<file path="config.mk">
export PLATFORM = sky130hd
export DESIGN_NAME = conv_unit_scheduler
export DESIGN_NICKNAME = d
export VERILOG_FILES = /design/src/rtl/conv_sched_pkg.sv /design/src/rtl/conv_ctrl_skew.sv /design/src/rtl/conv_unit_scheduler.sv
export SDC_FILE = /design/constraint.sdc
export NUM_CORES = 1
export LEC_CHECK = 0
export BUFFER_PORTS_ARGS = -buffer_cell sky130_fd_sc_hd__buf_2
export CAP_MARGIN = 10
export CORE_UTILIZATION = 45
export DETAILED_ROUTE_END_ITERATION = 8
export HOLD_SLACK_MARGIN = 0.15
export PLACE_DENSITY = 0.74
export SLEW_MARGIN = 20
export SYNTH_ARGS = -nofsm -noshare
export SYNTH_HDL_FRONTEND = slang
export SYNTH_SLANG_ARGS = --single-unit
</file>
<file path="constraint.sdc">
create_clock -name clk -period 5.25 [get_ports clk]
set_input_delay 0.525 -clock clk [delete_from_list [all_inputs] [get_ports clk]]
set_output_delay 0.525 -clock clk [all_outputs]
set_load 0.01 [all_outputs]
</file>
<file path="src/rtl/conv_sched_pkg.sv">
// Shared definitions for the conv_unit_scheduler slice.
//   state_t    : sequencer states IDLE..DONE (fixed encodings)
//   MAC_EN     : bit index of the MAC enable inside each column's PE control slice
//   CW_DEFAULT : default config field width
//   drain_len  : cycles the skew line needs to empty after the last read
package conv_sched_pkg;

   typedef enum logic [2:0] {
      ST_IDLE  = 3'd0,
      ST_LOAD  = 3'd1,
      ST_FEED  = 3'd2,
      ST_DRAIN = 3'd3,
      ST_WRITE = 3'd4,
      ST_DONE  = 3'd5
   } state_t;

   localparam int unsigned MAC_EN     = 0;
   localparam int unsigned CW_DEFAULT = 8;

   // One cycle of buffer read latency plus one skew stage per column.
   function automatic int unsigned drain_len(input int unsigned d);
      return d + 1;
   endfunction

endpackage

</file>
<file path="src/rtl/conv_ctrl_skew.sv">
// Column-skewed PE control line: column j sees the enable delayed by 1+j cycles.
//   clk, rst_n : clock, asynchronous active-low reset
//   en         : single MAC enable (the buffer read strobe)
//   pe_ctrl    : D*PE_CTRL control vector, column j in [PE_CTRL*(j+1)-1 -: PE_CTRL]
module conv_ctrl_skew
   import conv_sched_pkg::*;
#(
   parameter int unsigned D       = 4,
   parameter int unsigned PE_CTRL = 1
) (
   input  logic                 clk,
   input  logic                 rst_n,
   input  logic                 en,
   output logic [D*PE_CTRL-1:0] pe_ctrl
);

   // Shared shift line; tap j is 1+j stages behind en.
   logic [D-1:0] line;

   always_ff @(posedge clk or negedge rst_n) begin
      if (!rst_n) line <= '0;
      else        line <= (line << 1) | D'(en);
   end

   // Only the MAC bit of each column is driven; any extra control bits stay 0.
   always_comb begin
      pe_ctrl = '0;
      for (int unsigned j = 0; j < D; j++) begin
         pe_ctrl[PE_CTRL*j + MAC_EN] = line[j];
      end
   end

endmodule

</file>
<file path="src/rtl/conv_unit_scheduler.sv">
// Tile sequencer for the D x D PE mesh: walks output tiles (px inner, oc outer),
// streams kernel/neuron buffer reads, skews the PE MAC enable across columns and
// writes each finished tile's partial sums to the output buffer.
//   clk, rst_n           : clock, asynchronous active-low reset (aborts a job)
//   start                : one-cycle request, honoured only in IDLE
//   cfg_k/c/oc_tiles/px_tiles : job configuration, latched on start
//   busy, done           : job status; done pulses once at job end
//   kbuf_*/nbuf_*        : buffer read strobes and addresses
//   pe_ctrl, psum_zero   : mesh control
//   obuf_wr_en/addr      : output buffer write
// Optional: `CONV_SCHED_PERF_EN adds perf_cycles (busy cycles of the last job).
module conv_unit_scheduler
   import conv_sched_pkg::*;
#(
   parameter int unsigned depth   = 2,
   parameter int unsigned A       = 7,
   parameter int unsigned PE_CTRL = 1,
   parameter int unsigned CW      = CW_DEFAULT
) (
   input  logic                          clk,
   input  logic                          rst_n,
   input  logic                          start,
   input  logic [CW-1:0]                 cfg_k,
   input  logic [CW-1:0]                 cfg_c,
   input  logic [CW-1:0]                 cfg_oc_tiles,
   input  logic [CW-1:0]                 cfg_px_tiles,
   output logic                          busy,
   output logic                          done,
   output logic                          kbuf_rd_en,
   output logic [A-1:0]                  kbuf_addr,
   output logic                          nbuf_rd_en,
   output logic [A-1:0]                  nbuf_addr,
   output logic [(1<<depth)*PE_CTRL-1:0] pe_ctrl,
   output logic                          psum_zero,
   output logic                          obuf_wr_en,
   output logic [A-1:0]                  obuf_addr
`ifdef CONV_SCHED_PERF_EN
   ,
   output logic [31:0]                   perf_cycles
`endif
);

   localparam int unsigned D    = 1 << depth;
   localparam int unsigned PW   = 3 * CW;
   localparam int unsigned DL   = drain_len(D);
   localparam int unsigned CNTW = $clog2(DL + 1);

   state_t          state;
   logic [CW-1:0]   k_q, c_q, oct_q, pxt_q, oc_q, px_q;
   logic [A-1:0]    l_q, r_q, kbase_q, nbase_q, oaddr_q;
   logic [CNTW-1:0] dcnt_q;
   logic            rd_en_q;

   logic [PW-1:0]   prod_c;
   logic            prod_unused_c;
   logic [A-1:0]    l_c, kbase_nx_c, nbase_nx_c;
   logic            last_px_c, last_oc_c;

   // Reduction length at full width, then wrapped to the address width.
   assign prod_c        = PW'(k_q) * PW'(k_q) * PW'(c_q);
   assign l_c           = A'(prod_c);
   assign prod_unused_c = ^prod_c[PW-1:A];

   // Next-tile bases: px is the inner loop, so oc (kernel base) only moves on px wrap.
   assign last_px_c  = (px_q == pxt_q - CW'(1));
   assign last_oc_c  = (oc_q == oct_q - CW'(1));
   assign kbase_nx_c = last_px_c ? kbase_q + l_q : kbase_q;
   assign nbase_nx_c = last_px_c ? '0 : nbase_q + l_q;

   assign kbuf_rd_en = rd_en_q;
   assign nbuf_rd_en = rd_en_q;
   assign psum_zero  = busy;

   // Sequencer: outputs are registered alongside the state they belong to.
   always_ff @(posedge clk or negedge rst_n) begin
      if (!rst_n) begin
         state      <= ST_IDLE;
         k_q        <= '0;
         c_q        <= '0;
         oct_q      <= '0;
         pxt_q      <= '0;
         oc_q       <= '0;
         px_q       <= '0;
         l_q        <= '0;
         r_q        <= '0;
         kbase_q    <= '0;
         nbase_q    <= '0;
         oaddr_q    <= '0;
         dcnt_q     <= '0;
         rd_en_q    <= 1'b0;
         busy       <= 1'b0;
         done       <= 1'b0;
         kbuf_addr  <= '0;
         nbuf_addr  <= '0;
         obuf_wr_en <= 1'b0;
         obuf_addr  <= '0;
      end else begin
         case (state)
            ST_IDLE: begin
               if (start) begin
                  k_q     <= cfg_k;
                  c_q     <= cfg_c;
                  oct_q   <= cfg_oc_tiles;
                  pxt_q   <= cfg_px_tiles;
                  oc_q    <= '0;
                  px_q    <= '0;
                  kbase_q <= '0;
                  nbase_q <= '0;
                  oaddr_q <= '0;
                  busy    <= 1'b1;
                  state   <= ST_LOAD;
               end
            end
            ST_LOAD: begin
               l_q       <= l_c;
               r_q       <= '0;
               kbuf_addr <= '0;
               nbuf_addr <= '0;
               if (l_c == '0 || oct_q == '0 || pxt_q == '0) begin
                  busy  <= 1'b0;
                  done  <= 1'b1;
                  state <= ST_DONE;
               end else begin
                  rd_en_q <= 1'b1;
                  state   <= ST_FEED;
               end
            end
            ST_FEED: begin
               if (r_q == l_q - A'(1)) begin
                  rd_en_q <= 1'b0;
                  dcnt_q  <= '0;
                  state   <= ST_DRAIN;
               end else begin
                  r_q       <= r_q + A'(1);
                  kbuf_addr <= kbase_q + r_q + A'(1);
                  nbuf_addr <= nbase_q + r_q + A'(1);
               end
            end
            ST_DRAIN: begin
               if (dcnt_q == CNTW'(DL - 1)) begin
                  obuf_wr_en <= 1'b1;
                  obuf_addr  <= oaddr_q;
                  state      <= ST_WRITE;
               end else begin
                  dcnt_q <= dcnt_q + CNTW'(1);
               end
            end
            ST_WRITE: begin
               obuf_wr_en <= 1'b0;
               // Output tiles are written in issue order, so the address is a running count.
               oaddr_q    <= oaddr_q + A'(1);
               px_q       <= last_px_c ? '0 : px_q + CW'(1);
               if (last_px_c) oc_q <= oc_q + CW'(1);
               kbase_q    <= kbase_nx_c;
               nbase_q    <= nbase_nx_c;
               if (last_px_c && last_oc_c) begin
                  busy  <= 1'b0;
                  done  <= 1'b1;
                  state <= ST_DONE;
               end else begin
                  r_q       <= '0;
                  rd_en_q   <= 1'b1;
                  kbuf_addr <= kbase_nx_c;
                  nbuf_addr <= nbase_nx_c;
                  state     <= ST_FEED;
               end
            end
            ST_DONE: begin
               done  <= 1'b0;
               state <= ST_IDLE;
            end
            default: state <= ST_IDLE;
         endcase
      end
   end

   conv_ctrl_skew #(
      .D       (D),
      .PE_CTRL (PE_CTRL)
   ) u_skew (
      .clk     (clk),
      .rst_n   (rst_n),
      .en      (rd_en_q),
      .pe_ctrl (pe_ctrl)
   );

`ifdef CONV_SCHED_PERF_EN
   // Busy-cycle counter of the most recent job.
   always_ff @(posedge clk or negedge rst_n) begin
      if (!rst_n)                        perf_cycles <= '0;
      else if (state == ST_IDLE && start) perf_cycles <= '0;
      else if (busy)                     perf_cycles <= perf_cycles + 32'd1;
   end
`endif

endmodule

</file>
* Yosys cells after proc, flatten, opt, wreduce, memory -nomap -nowiden
Cells that the tools add are included.
** Word-level totals
- Memories kept :: 0
- Memory bits (writable) :: 0
- Logic and storage cells :: 123
- Input port bits :: 35
- Flip-flop bits (word level) :: 118
- Latch bits :: 0
- Output and inout bits :: 31
- ROM bits :: 0
** Cells by class
- Add/subtract/negate cells :: 14
- Bitwise gates (word level) :: 1
- Muxes and demuxes :: 42
- Multipliers :: 2
- Magnitude comparators :: 0
- Equal/unequal tests :: 19
- Reduce and logical (&&, ||, !) cells :: 24
- Div/mod/pow operators :: 0
- Shift operators :: 0
** Operators by type and width (number)
- $mux W7 :: 9
- $pmux W7 S3 :: 3
- $pmux W7 S2 :: 3
- $pmux W8 S2 :: 2
- $add A7 B1 Y7 const B :: 4
- $add A7 B7 Y7 :: 4
- $mux W8 :: 3
- $mux W3 :: 7
- $ne A2 B2 Y1 const B :: 10
- $add A8 B1 Y8 const B :: 2
- $eq A8 B8 Y1 :: 2
- $logic_not A8 Y1 :: 2
- $mul A16 B8 Y7 :: 1
- $mul A8 B8 Y16 :: 1
- $sub A8 B1 Y8 const B :: 2
- $pmux W3 S5 :: 1
- $reduce_and A3 Y1 :: 5
- $eq A3 B3 Y1 const B :: 3
- $mux W1 :: 9
- $pmux W1 S3 :: 3
- $reduce_bool A3 Y1 :: 3
- $reduce_and A2 Y1 :: 4
- $reduce_and A4 Y1 :: 2
- $eq A7 B7 Y1 :: 1
- 12 further kinds :: 16

* Depth between registers and ports, before layout
Gate-level depths: netlist of run 1.
- Depth after elaboration :: 7
- Gate-level depth with buffers :: 20
- Gate-level depth less buffers :: 20

* Hierarchy
From an unflattened synthesis of run 1, not the netlist that was laid out.
** Unflattened totals
- Cell total of the unflattened synthesis :: 780
- Area total of the unflattened synthesis :: 7193.1 um2
** By module, submodules not included
- conv_unit_scheduler :: sequential area each 2777.7 um2, cells each 776, times used 1, area an instance 7093.1 um2
- conv_ctrl_skew :: sequential area each 100.1 um2, cells each 4, times used 1, area an instance 100.1 um2

* Least setup slack after synthesis of run 1
Ideal clock, no wire load.
- Kind :: register to register
- Start :: register k_q[2]
- End :: register rd_en_q (netlist: kbuf_rd_en)
- Stages on the path, launching flop included :: 18
- Path slack :: -71 ps
- Period minus slack after synthesis :: 5321 ps
- Arrival time :: 5195 ps
- Setup time :: 126 ps
- Path buffers :: 0
- Data required time :: 5124 ps
- Path through :: dfrtp_1 and2_1 ha_1 xor2_1 inv_1 fa_1 nor2b_1 fa_1 ha_1 fa_1 fa_1 ha_1 a21oi_1 xnor3_1 xnor2_1 xor2_1 a21oi_1 a221o_1
** Between the ends
- Longest elaborated chain between the ends :: 7
** Ends and longest elaborated chain
- start: declaration :: line conv_unit_scheduler.sv:49 : logic [CW-1:0] k_q, c_q, oct_q, pxt_q, oc_q, px_q;
- start signal: assignment :: line conv_unit_scheduler.sv:101 : k_q <= cfg_k;
- $mul A8 B8 Y16 :: line conv_unit_scheduler.sv:60 : assign prod_c = PW'(k_q) * PW'(k_q) * PW'(c_q);
- $mul A16 B8 Y7 :: line conv_unit_scheduler.sv:60
- $logic_not A7 Y1 :: line conv_unit_scheduler.sv:119 : if (l_c == '0 || oct_q == '0 || pxt_q == '0) begin
- $logic_or A1 B1 Y1 (2 in a row) :: line conv_unit_scheduler.sv:119
- $ne A2 B2 Y1 (no line)
- $reduce_and A4 Y1 (no line)
- end signal: assignment :: line conv_unit_scheduler.sv:124 : rd_en_q <= 1'b1;
- end signal: assignment :: line conv_unit_scheduler.sv:130 : rd_en_q <= 1'b0;
- end signal: assignment :: line conv_unit_scheduler.sv:162 : rd_en_q <= 1'b1;
- end: declaration :: line conv_unit_scheduler.sv:52 : logic rd_en_q;
No other way between the ends.
A chain may end at the register's enable or synchronous reset.

* Worst setup path in the final report of run 1
- Start :: register k_q[2]
- End :: register state[0]
** Between the ends
- Longest elaborated chain between the ends :: 7
** Ends and longest elaborated chain
- $mul A8 B8 Y16 :: line conv_unit_scheduler.sv:60
- $mul A16 B8 Y7 :: line conv_unit_scheduler.sv:60
- $logic_not A7 Y1 :: line conv_unit_scheduler.sv:119
- $logic_or A1 B1 Y1 (2 in a row) :: line conv_unit_scheduler.sv:119
- $mux W3 :: line conv_unit_scheduler.sv:119
- $pmux W3 S5 :: line conv_unit_scheduler.sv:98 : case (state)
- end signal: assignment :: line conv_unit_scheduler.sv:111 : state <= ST_LOAD;
- end signal: assignment :: line conv_unit_scheduler.sv:122 : state <= ST_DONE;
- end signal: assignment :: line conv_unit_scheduler.sv:125 : state <= ST_FEED;
- end: declaration :: line conv_unit_scheduler.sv:48 : state_t state;
No other way between the ends.

==> results of run 1 <==
-- worst register-to-register path, stage by stage (launching register included) --
cell      delay [ns]
dfrtp_1         0.37
and2_1          0.18
ha_4            0.28
xor2_2          0.13
inv_1           0.07
fa_1            0.48
nor2b_2         0.15
fa_1            0.43
ha_1            0.30
fa_1            0.47
fa_1            0.59
ha_4            0.22
a21oi_2         0.13
xnor3_1         0.26
xnor2_2         0.20
mux2i_1         0.25
o211a_1         0.29
o311ai_2        0.13
-- cells in the mapped netlist, types with 8 or more instances --
| cell type | number |
|---|---|
| clkbuf_1 | 32 |
| nand2b_1 | 8 |
| mux2_2 | 13 |
| inv_1 | 36 |
| a21o_1 | 9 |
| nor2b_1 | 12 |
| nor2_1 | 31 |
| xor2_1 | 22 |
| nand4_1 | 9 |
| and3_1 | 8 |
| o21ai_0 | 56 |
| and2_1 | 23 |
| nand3_1 | 25 |
| xnor2_1 | 41 |
| a21oi_1 | 19 |
| mux2i_1 | 8 |
| nor3_1 | 21 |
| ha_1 | 52 |
| nand2_1 | 132 |
| fa_1 | 11 |
| dfrtp_1 | 115 |
| mux2_4 | 8 |
-- layer usage --
| metal | track usage (%) | part of all wire [%] |
|---|---|---|
| met2 | 36.2 | 49 |
| met1 | 26.6 | 46 |
| met5 | 0 | 0 |
| met4 | 5.68 | 0.99 |
| met3 | 4.31 | 4.0 |
-- repair_timing --
| action | in CTS | in global routing |
|---|---|---|
| pin swaps | 8 | 14 |
| setup buffers | 1 | 5 |
| endpoints found under the setup margin | 5 | 6 |
| resized for setup | 4 | 23 |
| cloned | 0 | 0 |
-- sequential cells by signal (all words and copies together) (netlist names), 8 cells and up --
name,count
oc_q,8
pxt_q,8
oct_q,8
px_q,8
-- layout make-up --
type / instances / area share (%)
inverter: 36 / 1.52
multi-input combinational: 625 / 51.5
sequential: 115 / 32.3
clock inverter: 14 / 1.70
timing repair buffer: 78 / 4.94
clock buffer: 18 / 4.93
tap: 220 / 3.09
-- cell families (layout without fill, tap and decap cells) --
| logic type | after synthesis | in the layout | synth area share, % |
|---|---|---|---|
| XOR/XNOR | 67 | 67 | 8.43 |
| adder cells (fa/ha/maj) | 63 | 63 | 11.4 |
| buffers and inverters | 76 | 146 | 4.18 |
| multiplexers | 29 | 29 | 4.54 |
| flip-flops | 115 | 115 | 37.7 |
| other | 2 | 2 | 0.0983 |
| AND/OR/NAND/NOR | 303 | 303 | 19.3 |
| AO/OA/AOI/OAI | 161 | 161 | 14.4 |
-- where the power goes --
group / switching [uW] / leakage (uW) / internal (uW)
logic: 1420 / 0.00246 / 1330
registers: 369 / 0.00150 / 1150
clock network: 444 / 0.000287 / 715
total: 2230 / 0.00425 / 3200
-- path summary, 6_finish.rpt --
kind / slack, ns / end
hold / removal: 0.17 / u_skew.pe_ctrl[0]
min in group clk: 0.29 / oct_q[2]
max in group asynchronous: 3.84 / obuf_addr[6]
hold reg to reg: 0.37 / u_skew.pe_ctrl[3]
setup reg to reg: 0.17 / state[0]
setup / recovery: 0.17 / state[0]
-- metrics by stage --
step	std cells	setup slack (ns)
after floorplan	816	0.125
after global placement	1068	0.0675
after detailed placement	1068	-0.0911
after CTS	1101	0.0215
after global routing	1106	-0.0206
final	1106	0.172
==> results.tsv, run 1 <==
stage	metric	value	unit
clock_network	tritoncts	built	
sta	drv_slew	0	
sta	skew	0.0102	ns
cells_and_area	fillerInstances	1490	
grt	grt_pass1_wl	29.4	mm
floorplanning	dieWidth	132	um
worst_setup_path	cpPeakStageDelay	0.59	ns
synthesis	synth.top_cell.area_share	37.7	%
sta	min_period_over_period	96.7	%
grt	grt_antenna_before_repair	0	
cells_and_area	drive_gt1_share	18.8	%
routing	wl_per_cell	15.5	um
worst_setup_path	cp_top_family	adder cells	
floorplanning	core	16600	sq um
worst_setup_path	critPathBufInv	1	
grt	overflow	0	
place	postPlaceCellArea	8130	sq um
cells_and_area	register_area	2880	sq um
cells_and_area	antenna_cells	0	
sta	hold_ws	0.175	ns
synthesis	synth.largest_area_cell	dfrtp_1	
worst_setup_path	path_cells	and2_1 > ha_4 > xor2_2 > inv_1 > fa_1 > nor2b_2 > fa_1 > ha_1 > fa_1 > fa_1 > ha_4 > a21oi_2 > xnor3_1 > xnor2_2 > mux2i_1 > o211a_1 > o311ai_2	
routing	vias	6052	
status	outcome	finished clean	
flow_run	cap_violations	0	
floorplanning	die_h	132	um
synthesis	synth-seq-area-share	37.7	%
cells_and_area	layout_common_cells	nand2_1 (131), dfrtp_1 (115), buf_2 (61)	
floorplanning	num_rows	47	
clock_network	htreeDepth	4	
sta	rsz0062_at_grt	yes	
power_and_ir_drop	finalPower	5440	uW
synthesis	ys_ff_latch	115	
sta	hold_viol_final	0	
worst_setup_path	start_kind	register	
worst_setup_path	required	5.52	ns
sta	period_minus_slack	5.08	ns
worst_setup_path	critPathSlowestCell	fa_1	
grt	grt_pass1_vias	5942	
cells_and_area	syn_to_final_growth	16.6	%
routing	drc	0	
place	io_buffers	62	
clock_network	numCtsBuffers	17	
place	globalplace.congestion	0.815	
synthesis	avgSynthCellArea	9.36	sq um
worst_setup_path	r2r_start	k_q[2]	
synthesis	synth_edf_count	0	
routing	first_pass_iters	5	
sta	fmax	197	MHz
routing	vias_per_cell	5.47	
cells_and_area	final_common_cell	nand2_1	
cells_and_area	fin_util	53.7	%
synthesis	ys_top_cells_by_area	dfrtp_1 (38%), ha_1 (8.5%), nand2_1 (6.5%)	
worst_setup_path	cp.depth	17	
clock_network	clk_pin_slew	0.06	ns
power_and_ir_drop	p_leak	0.00425	uW
cells_and_area	final_area	8910	sq um
sta	setup_violations	0	
routing	drt-initial-drc-count	350	
cells_and_area	finalNetCount	971	
worst_setup_path	r2r_cells	17	
sta	tightestPinTransition	1.04	ns
clock_network	clockRootBuffer	clkbuf_16	
clock_network	hold_buffers	0	
clock_network	cts.sinks	115	
power_and_ir_drop	power_density	610	nW/um^2
floorplanning	dieArea	17500	sq um
cells_and_area	multi_input_area	4590	sq um
worst_setup_path	crit_top_cell	fa_1	
power_and_ir_drop	irDropWorstVdd	335	uV
routing	wl	17.1	mm
clock_network	insertion_delay	0.42	ns
worst_setup_path	cp_max_fo	4	
hold_path	min_path_type	in2async	
grt	groute.usage.overall	21.0	%
worst_setup_path	critPathLaunch	k_q[2]	
synthesis	yosys_most_used_dff	dfrtp_1	
worst_setup_path	endpoint_kind	register	
place	dp_hpwl	11.7	mm
synthesis	synthesis.area	7640	sq um
floorplanning	initial_core_util	46.1	%
synthesis	yosysWarnings	0	
synthesis	synthDistinctLibCells	74	
synthesis	netlist_instances	816	
worst_setup_path	critical_path_class	reg2reg	
routing	drtAntennaViolNets	0	
grt	grt_max_degree	61	
sta	tns	0	ns
clock_network	cts_buffer_depth	2	
synthesis	synth.net_count	914	
worst_setup_path	cp.arrival	5.35	ns
sta	slew_headroom	30.4	%
synthesis	async_flop_share	100	%
floorplanning	io_pins	66	
Power figures use the tool's default switching activity.
==> inputs of run 2 (changes only) <==
ABC_AREA = 1   (was default)
HOLD_SLACK_MARGIN = 0.03   (was 0.15)
==> run 2 against run 1 <==
Clock skew down 0.0036 ns. Critical path depth rose by 9. Global-route usage down 0.14 points. Hold slack got worse by 0.027 ns. Fmax rose by 2.9%. Setup slack improved by 0.14 ns. Flip-flop and latch count unchanged. Cell count rose by 13%. Area after synthesis shrank 1.9%. Total power is 1.1% lower. Register-to-register slack better by 0.14 ns. Combinational power is essentially flat. Largest cell class unchanged. Largest power group unchanged.
==> results.tsv, run 2 <==
stage	metric	value	unit	change
status	outcome	finished clean		
power_and_ir_drop	irDropWorstVdd	299	uV	-11%
cells_and_area	finalNetCount	1121		+15%
floorplanning	initial_core_util	46.7	%	+0.59 points
floorplanning	dieWidth	131	um	-0.96%
cells_and_area	antenna_cells	0		unchanged
synthesis	ys_ff_latch	115		unchanged
synthesis	yosysWarnings	0		unchanged
sta	min_period_over_period	94.0	%	-2.7 points
hold_path	min_path_type	in2async		
clock_network	cts.sinks	115		unchanged
power_and_ir_drop	finalPower	5380	uW	-1.1%
synthesis	synth.net_count	1057		+16%
synthesis	synthDistinctLibCells	47		-36%
routing	vias_per_cell	5.05		-7.7%
worst_setup_path	cp.arrival	5.22	ns	-0.13 ns
grt	overflow	0		unchanged
synthesis	avgSynthCellArea	7.81	sq um	-17%
clock_network	htreeDepth	4		unchanged
clock_network	numCtsBuffers	17		unchanged
synthesis	ys_top_cells_by_area	dfrtp_1 (38%), nand2_1 (14%), ha_1 (8.7%)		
grt	grt_pass1_vias	5961		+0.32%
synthesis	synth_common_cells	nand2_1 (278), inv_1 (126), dfrtp_1 (115), nor2_1 (68), o21ai_0 (58)		
grt	groute.usage.overall	20.8	%	-0.14 points
flow_run	cap_violations	0		unchanged
routing	wl_per_cell	13.2	um	-15%
power_and_ir_drop	seq_power_share	27.9	%	about the same
sta	setup_violations	0		unchanged
routing	first_pass_iters	5		unchanged
synthesis	synthesis.area	7490	sq um	-1.9%
clock_network	clockRootBuffer	clkbuf_16		
grt	grt_pass1_wl	27.4	mm	-6.6%
synthesis	synth-seq-area-share	38.4	%	+0.74 points
cells_and_area	final_common_cell	nand2_1		
worst_setup_path	r2r_cells	26		+9
worst_setup_path	r2r_start	k_q[2]		
clock_network	clk_pin_slew	0.05	ns	about the same
floorplanning	io_pins	66		unchanged
routing	drc	0		unchanged
floorplanning	die_h	131	um	-0.96%
floorplanning	core	16100	sq um	-3.2%
worst_setup_path	start_kind	register		
power_and_ir_drop	clock_power_share	21.0	%	-0.3 points
power_and_ir_drop	share_comb_of_total_power	51.1	%	+0.4 points
clock_network	insertion_delay	0.42	ns	about the same
synthesis	synth_edf_count	0		unchanged
sta	hold_viol_final	0		unchanged
sta	drv_slew	0		unchanged
cells_and_area	layout_common_cells	nand2_1 (277), inv_1 (126), dfrtp_1 (113)		
synthesis	synthSimpleGateAreaFrac	24.6	%	+5.4 points
synthesis	synth.most_common_cell	nand2_1		
sta	slew_headroom	37.5	%	+7.0 points
clock_network	cts_buffer_depth	2		unchanged
synthesis	synth-compound-area-share	9.30	%	-5.1 points
power_and_ir_drop	p_int	3040	uW	-5.1%
synthesis	synth-xor-area-share	7.26	%	-1.2 points
worst_setup_path	critical_path_class	reg2reg		
power_and_ir_drop	p_leak	0.00469	uW	+10%
synthesis	synth_adder_area_share	11.6	%	+0.22 points
cells_and_area	drive_gt1_share	12.5	%	-6.4 points
worst_setup_path	cp_max_fo	5		+1
floorplanning	dieArea	17200	sq um	-1.9%
grt	grt_max_degree	63		+3.3%
grt	grt_antenna_before_repair	0		unchanged
routing	vias	6316		+4.4%
synthesis	yosys_most_used_dff	dfrtp_1		
cells_and_area	fin_util	53.8	%	+0.11 points
place	globalplace.congestion	0.856		+5.1%
cells_and_area	syn_to_final_growth	15.4	%	
worst_setup_path	endpoint_kind	register		
synthesis	synth_top_family_by_area	simple AND/OR/NAND/NOR gates		
sta	tightestPinTransition	0.934	ns	-0.108 ns
synthesis	netlist_instances	959		+18%
power_and_ir_drop	power_switching	2340	uW	+4.6%
worst_setup_path	rrSetupSlack	0.31	ns	+0.14 ns
clock_network	tritoncts	built		
worst_setup_path	required	5.53	ns	about the same
synthesis	synth.top_cell.area_share	38.4	%	+0.74 points
floorplanning	num_rows	46		-2.1%
place	io_buffers	62		unchanged
synthesis	synth_mux_area_share	0.301	%	-4.2 points
worst_setup_path	regToRegEndpoint	busy		
power_and_ir_drop	switching_share	43.5	%	+2.4 points
sta	skew	0.00663	ns	-0.00359 ns
cells_and_area	fillerInstances	1465		-1.7%
place	dp_hpwl	12.0	mm	+2.1%
sta	fmax	203	MHz	+2.9%
power_and_ir_drop	power_density	622	nW/um^2	+1.9%
routing	wl	16.5	mm	-3.5%
synthesis	synth.largest_area_cell	dfrtp_1		
sta	period_minus_slack	4.94	ns	-0.141 ns
routing	drtAntennaViolNets	0		unchanged
routing	drt-initial-drc-count	311		-11%
synthesis	async_flop_share	100	%	unchanged
[run 2: how the worst max path moves through the flow]
stage / from / end / slack (ns) / depth (start not counted)
6_report: k_q[2] / busy / 0.31 / 26
5_1_grt: k_q[3] / kbuf_rd_en / -0.04 / 26
4_1_cts: k_q[1] / kbuf_rd_en / 0.07 / 28
3_5_place_dp: k_q[1] / kbuf_rd_en / 0.09 / 28
3_3_place_gp: k_q[1] / kbuf_rd_en / 0.16 / 28
2_1_floorplan: k_q[0] / kbuf_rd_en / 0.23 / 26
[run 2: what timing repair did]
action	CTS	global route
hold endpoints to repair	0	0
buffers inserted	0	1
hold buffers	0	0
endpoints found under the setup margin	0	7
resized for setup	0	13
[run 2: area by class of cell]
cell class                      instances  area [sq um]  share of cell area, %
Clock buffer                           25           495                   5.73
Inverter                              132           500                   5.79
Multi-Input combinational cell        690          4070                   47.1
Sequential cell                       115          2880                   33.3
Timing Repair Buffer                   67           350                   4.05
Tap cell                              216           270                   3.13
Clock inverter                          5          75.1                  0.868
[run 2: kinds of logic (layout without fill, tap and decap cells)]
group | Yosys count | after routing
multiplexers | 2 | 2
other | 2 | 2
flip-flops | 115 | 115
AND/OR/NAND/NOR | 439 | 439
XOR/XNOR | 59 | 59
adder cells (fa/ha/maj) | 63 | 63
buffers and inverters | 154 | 229
AO/OA/AOI/OAI | 125 | 125
[run 2: routing by layer]
layer  global-route usage [%]  share of wire (%)  routed length [um]
met5                        0                  0                   0
met1                     25.9                 45                7370
met4                     8.52                2.3                 374
met3                     4.23                4.4                 720
met2                     35.3                 49                8070
[run 2: stage by stage]
stage	hold WS, ns	std cells	setup WS (ns)	setup TNS, ns	area [sq um]
after floorplan	0.229	959	0.229	0	7490
after global placement	0.351	1219	0.162	0	7990
after detailed placement	0.360	1219	0.0881	0	7990
after CTS	0.183	1249	0.0662	0	8560
after global routing	0.205	1250	-0.0364	-0.100	8650
final	0.148	1250	0.313	0	8650
[run 2: power by group through the flow]
stage	combinational, uW	clock [uW]	sequential [uW]
floorplan	2030	0	1450
global placement	2480	0	1490
detailed placement	2560	0	1500
CTS	2580	1140	1490
global route	3180	1190	1540
finish	2750	1130	1500
[run 2: critical path: stages, from the launching register on]
cell and delay [ns]:
dfrtp_2 0.46, nand2_1 0.09, inv_1 0.06, ha_4 0.30, xnor2_4 0.13, fa_1 0.48
nor2_2 0.14, fa_1 0.42, ha_1 0.31, fa_1 0.57, fa_1 0.46, ha_4 0.30
nand3_1 0.09, nand2_1 0.08, nand2_1 0.04, nand2_1 0.07, inv_1 0.04, nand2_1 0.07
nand2_1 0.05, nand2_1 0.06, nand2_1 0.05, nand2_1 0.08, nand3_2 0.09, nand3_1 0.12
nand3_1 0.09, nand2_1 0.09, nand2_1 0.06
==> inputs of run 3 (changes only) <==
CTS_CLUSTER_SIZE = 16   (was default)
REMOVE_ABC_BUFFERS = 1   (was default)
==> run 3 against run 2 <==
Design area up 2.5%. Via count down 1.5%. Sequential power is essentially flat. Clock skew up 0.0015 ns. Core utilization rose by 1.3 points. Cell count is 0.48% higher. Total power rose by 8.5%. Clock power grew 19%. Register-to-register slack got worse by 0.08 ns. Hold slack worse by 0.096 ns. Non-clock buffer count increased by 5. Critical path type unchanged. Highest routed layer unchanged.
==> results.tsv, run 3 (synthesized netlist as in run 2, its figures left out) <==
stage	metric	value	unit	change
place	globalplace.congestion	0.843		-1.6%
cells_and_area	antenna_cells	0		unchanged
floorplanning	dieWidth	131	um	unchanged
floorplanning	core	16100	sq um	unchanged
grt	groute.usage.overall	21.3	%	+0.47 points
power_and_ir_drop	p_int	3360	uW	+11%
cells_and_area	drive_gt1_share	14.3	%	+1.9 points
worst_setup_path	critPathLaunch	k_q[3]		
sta	slew_headroom	51.0	%	+14 points
power_and_ir_drop	switching_share	42.4	%	-1.0 points
power_and_ir_drop	power_density	659	nW/um^2	+5.9%
sta	skew	0.00809	ns	+0.00146 ns
power_and_ir_drop	irDropWorstVdd	277	uV	-7.4%
worst_setup_path	endpoint_kind	register		
worst_setup_path	start_kind	register		
cells_and_area	fin_cells	1256		+0.48%
sta	setup_slack	0.238	ns	-0.0759 ns
routing	first_pass_iters	4		-1
worst_setup_path	r2r_start	k_q[3]		
clock_network	numCtsBuffers	17		unchanged
place	dp_hpwl	11.8	mm	-2.0%
sta	hold_viol_final	0		unchanged
sta	min_period_over_period	95.5	%	+1.4 points
sta	period_minus_slack	5.01	ns	+0.0759 ns
clock_network	clockRootBuffer	clkbuf_16		
clock_network	cts_buffer_depth	2		unchanged
routing	vias	6223		-1.5%
worst_setup_path	critical_path_class	reg2reg		
floorplanning	io_pins	66		unchanged
routing	wl	16.8	mm	+1.3%
worst_setup_path	crit_top_cell	nand2_2		
worst_setup_path	cpPeakStageDelay	0.57	ns	about the same
place	dp.cells	1220		+0.082%
sta	fmax	200	MHz	-1.5%
sta	setup_violations	0		unchanged
routing	drc	0		unchanged
clock_network	hold_buffers	0		unchanged
routing	drtAntennaViolNets	0		unchanged
grt	overflow	0		unchanged
worst_setup_path	critPathBufInv	2		unchanged
place	dp_slack	0.0281	ns	-0.0599 ns
status	outcome	finished clean		
clock_network	tritoncts	built		
power_and_ir_drop	p_leak	0.00476	uW	+1.6%
grt	grt_antenna_before_repair	0		unchanged
power_and_ir_drop	clock_power_share	22.9	%	+1.9 points
cells_and_area	syn_to_final_growth	18.2	%	
clock_network	cts.sinks	115		unchanged
cells_and_area	final_common_cell	nand2_1		
worst_setup_path	critPathSlowestCell	fa_1		
sta	tightestPinTransition	0.734	ns	-0.200 ns
routing	drt-initial-drc-count	351		+13%
cells_and_area	layout_common_cells	nand2_1 (271), inv_1 (126), dfrtp_1 (113)		
floorplanning	die_h	131	um	unchanged
cells_and_area	fillerInstances	1449		-1.1%
clock_network	htreeDepth	4		unchanged
worst_setup_path	cp.arrival	5.32	ns	+0.10 ns
floorplanning	initial_core_util	46.7	%	unchanged
power_and_ir_drop	share_comb_of_total_power	51.6	%	+0.5 points
routing	wl_per_cell	13.3	um	+0.83%
grt	grt_max_degree	78		+24%
hold_path	min_path_type	in2async		
clock_network	clk_pin_slew	0.06	ns	about the same
flow_run	cap_violations	0		unchanged
floorplanning	num_rows	46		unchanged
sta	tns	0	ns	unchanged
worst_setup_path	required	5.56	ns	+0.03 ns
worst_setup_path	cp_max_fo	4		-1
routing	vias_per_cell	4.95		-1.9%
grt	grt_pass1_wl	27.9	mm	+1.9%
power_and_ir_drop	seq_power_share	25.5	%	-2.4 points
place	io_buffers	62		unchanged
floorplanning	dieArea	17200	sq um	unchanged
sta	drv_slew	0		unchanged
power_and_ir_drop	power_switching	2480	uW	+5.9%
grt	grt_pass1_vias	5933		-0.47%
clock_network	insertion_delay	0.43	ns	about the same
cells_and_area	finalNetCount	1126		+0.45%
worst_setup_path	cp_top_family	adder cells		
==> run 3: changes by cell type in the layout (fill, tap and decap cells not counted), moves of 2 or more <==
| cell | previous run | this run |
|---|---|---|
| buf_4 | 6 | 9 |
| nand2_1 | 277 | 271 |
| nand3_2 | 4 | 7 |
| bufinv_16 | 2 | 6 |
| nand3_1 | 49 | 46 |
| ha_1 | 49 | 47 |
| nand2_2 | 4 | 10 |
| clkbuf_1 | 4 | 1 |
==> run 3: routing by layer <==
metal	wire (um)	GRT usage (%)	vias up	part of all wire [%]
met5	0	0	-	0
met4	298	8.05	0	1.8
met3	738	5.42	27	4.4
met2	7930	34.8	137	47
met1	7790	27.1	2872	47
li1	-	-	3187	-
==> run 3: power groups by stage <==
stage / Clock, uW / Sequential (uW) / Combinational [uW]
finish: 1340 / 1490 / 3010
global route: 1390 / 1540 / 3440
CTS: 1350 / 1490 / 2620
detailed placement: 0 / 1500 / 2570
global placement: 0 / 1490 / 2480
floorplan: 0 / 1460 / 1950
==> run 3: final cells by class <==
class / count / area (sq um) / share of cell area, %
Clock buffer: 21 / 470 / 5.31
Clock inverter: 10 / 203 / 2.29
Inverter: 132 / 500 / 5.65
Multi-Input combinational cell: 690 / 4130 / 46.6
Sequential cell: 115 / 2880 / 32.5
Tap cell: 216 / 270 / 3.05
Timing Repair Buffer: 72 / 404 / 4.56
==> run 3: path summary, 6_finish.rpt <==
path | end | cells after the start | slack, ns
worst max register to register | state[1] | 26 | 0.24
max in group asynchronous | oaddr_q[0] | 3 | 4.05
worst max-delay path | state[1] | 26 | 0.24
min in group clk | pxt_q[5] | 3 | 0.30
worst min register to register | u_skew.pe_ctrl[2] | 0 | 0.37
worst min-delay path | nbuf_addr[5] | 1 | 0.05
==> run 3: stage by stage <==
| step | power (uW) | instance area (sq um) | utilization (%) | hold WS [ns] |
|---|---|---|---|---|
| after floorplan | 3410 | 7370 | - | 0.229 |
| after global placement | 3970 | 7990 | 49.8 | 0.354 |
| after detailed placement | 4060 | 7990 | 49.8 | 0.357 |
| after CTS | 5470 | 8670 | 54.0 | 0.286 |
| after global routing | 6370 | 8860 | 55.2 | 0.0865 |
| final | 5830 | 8860 | 55.2 | 0.0519 |
==> run 3: what timing repair did <==
item	4_1_cts	5_1_grt
pin swaps	0	7
buffers inserted	0	4
resized for setup	2	24
endpoints found under the setup margin	2	7
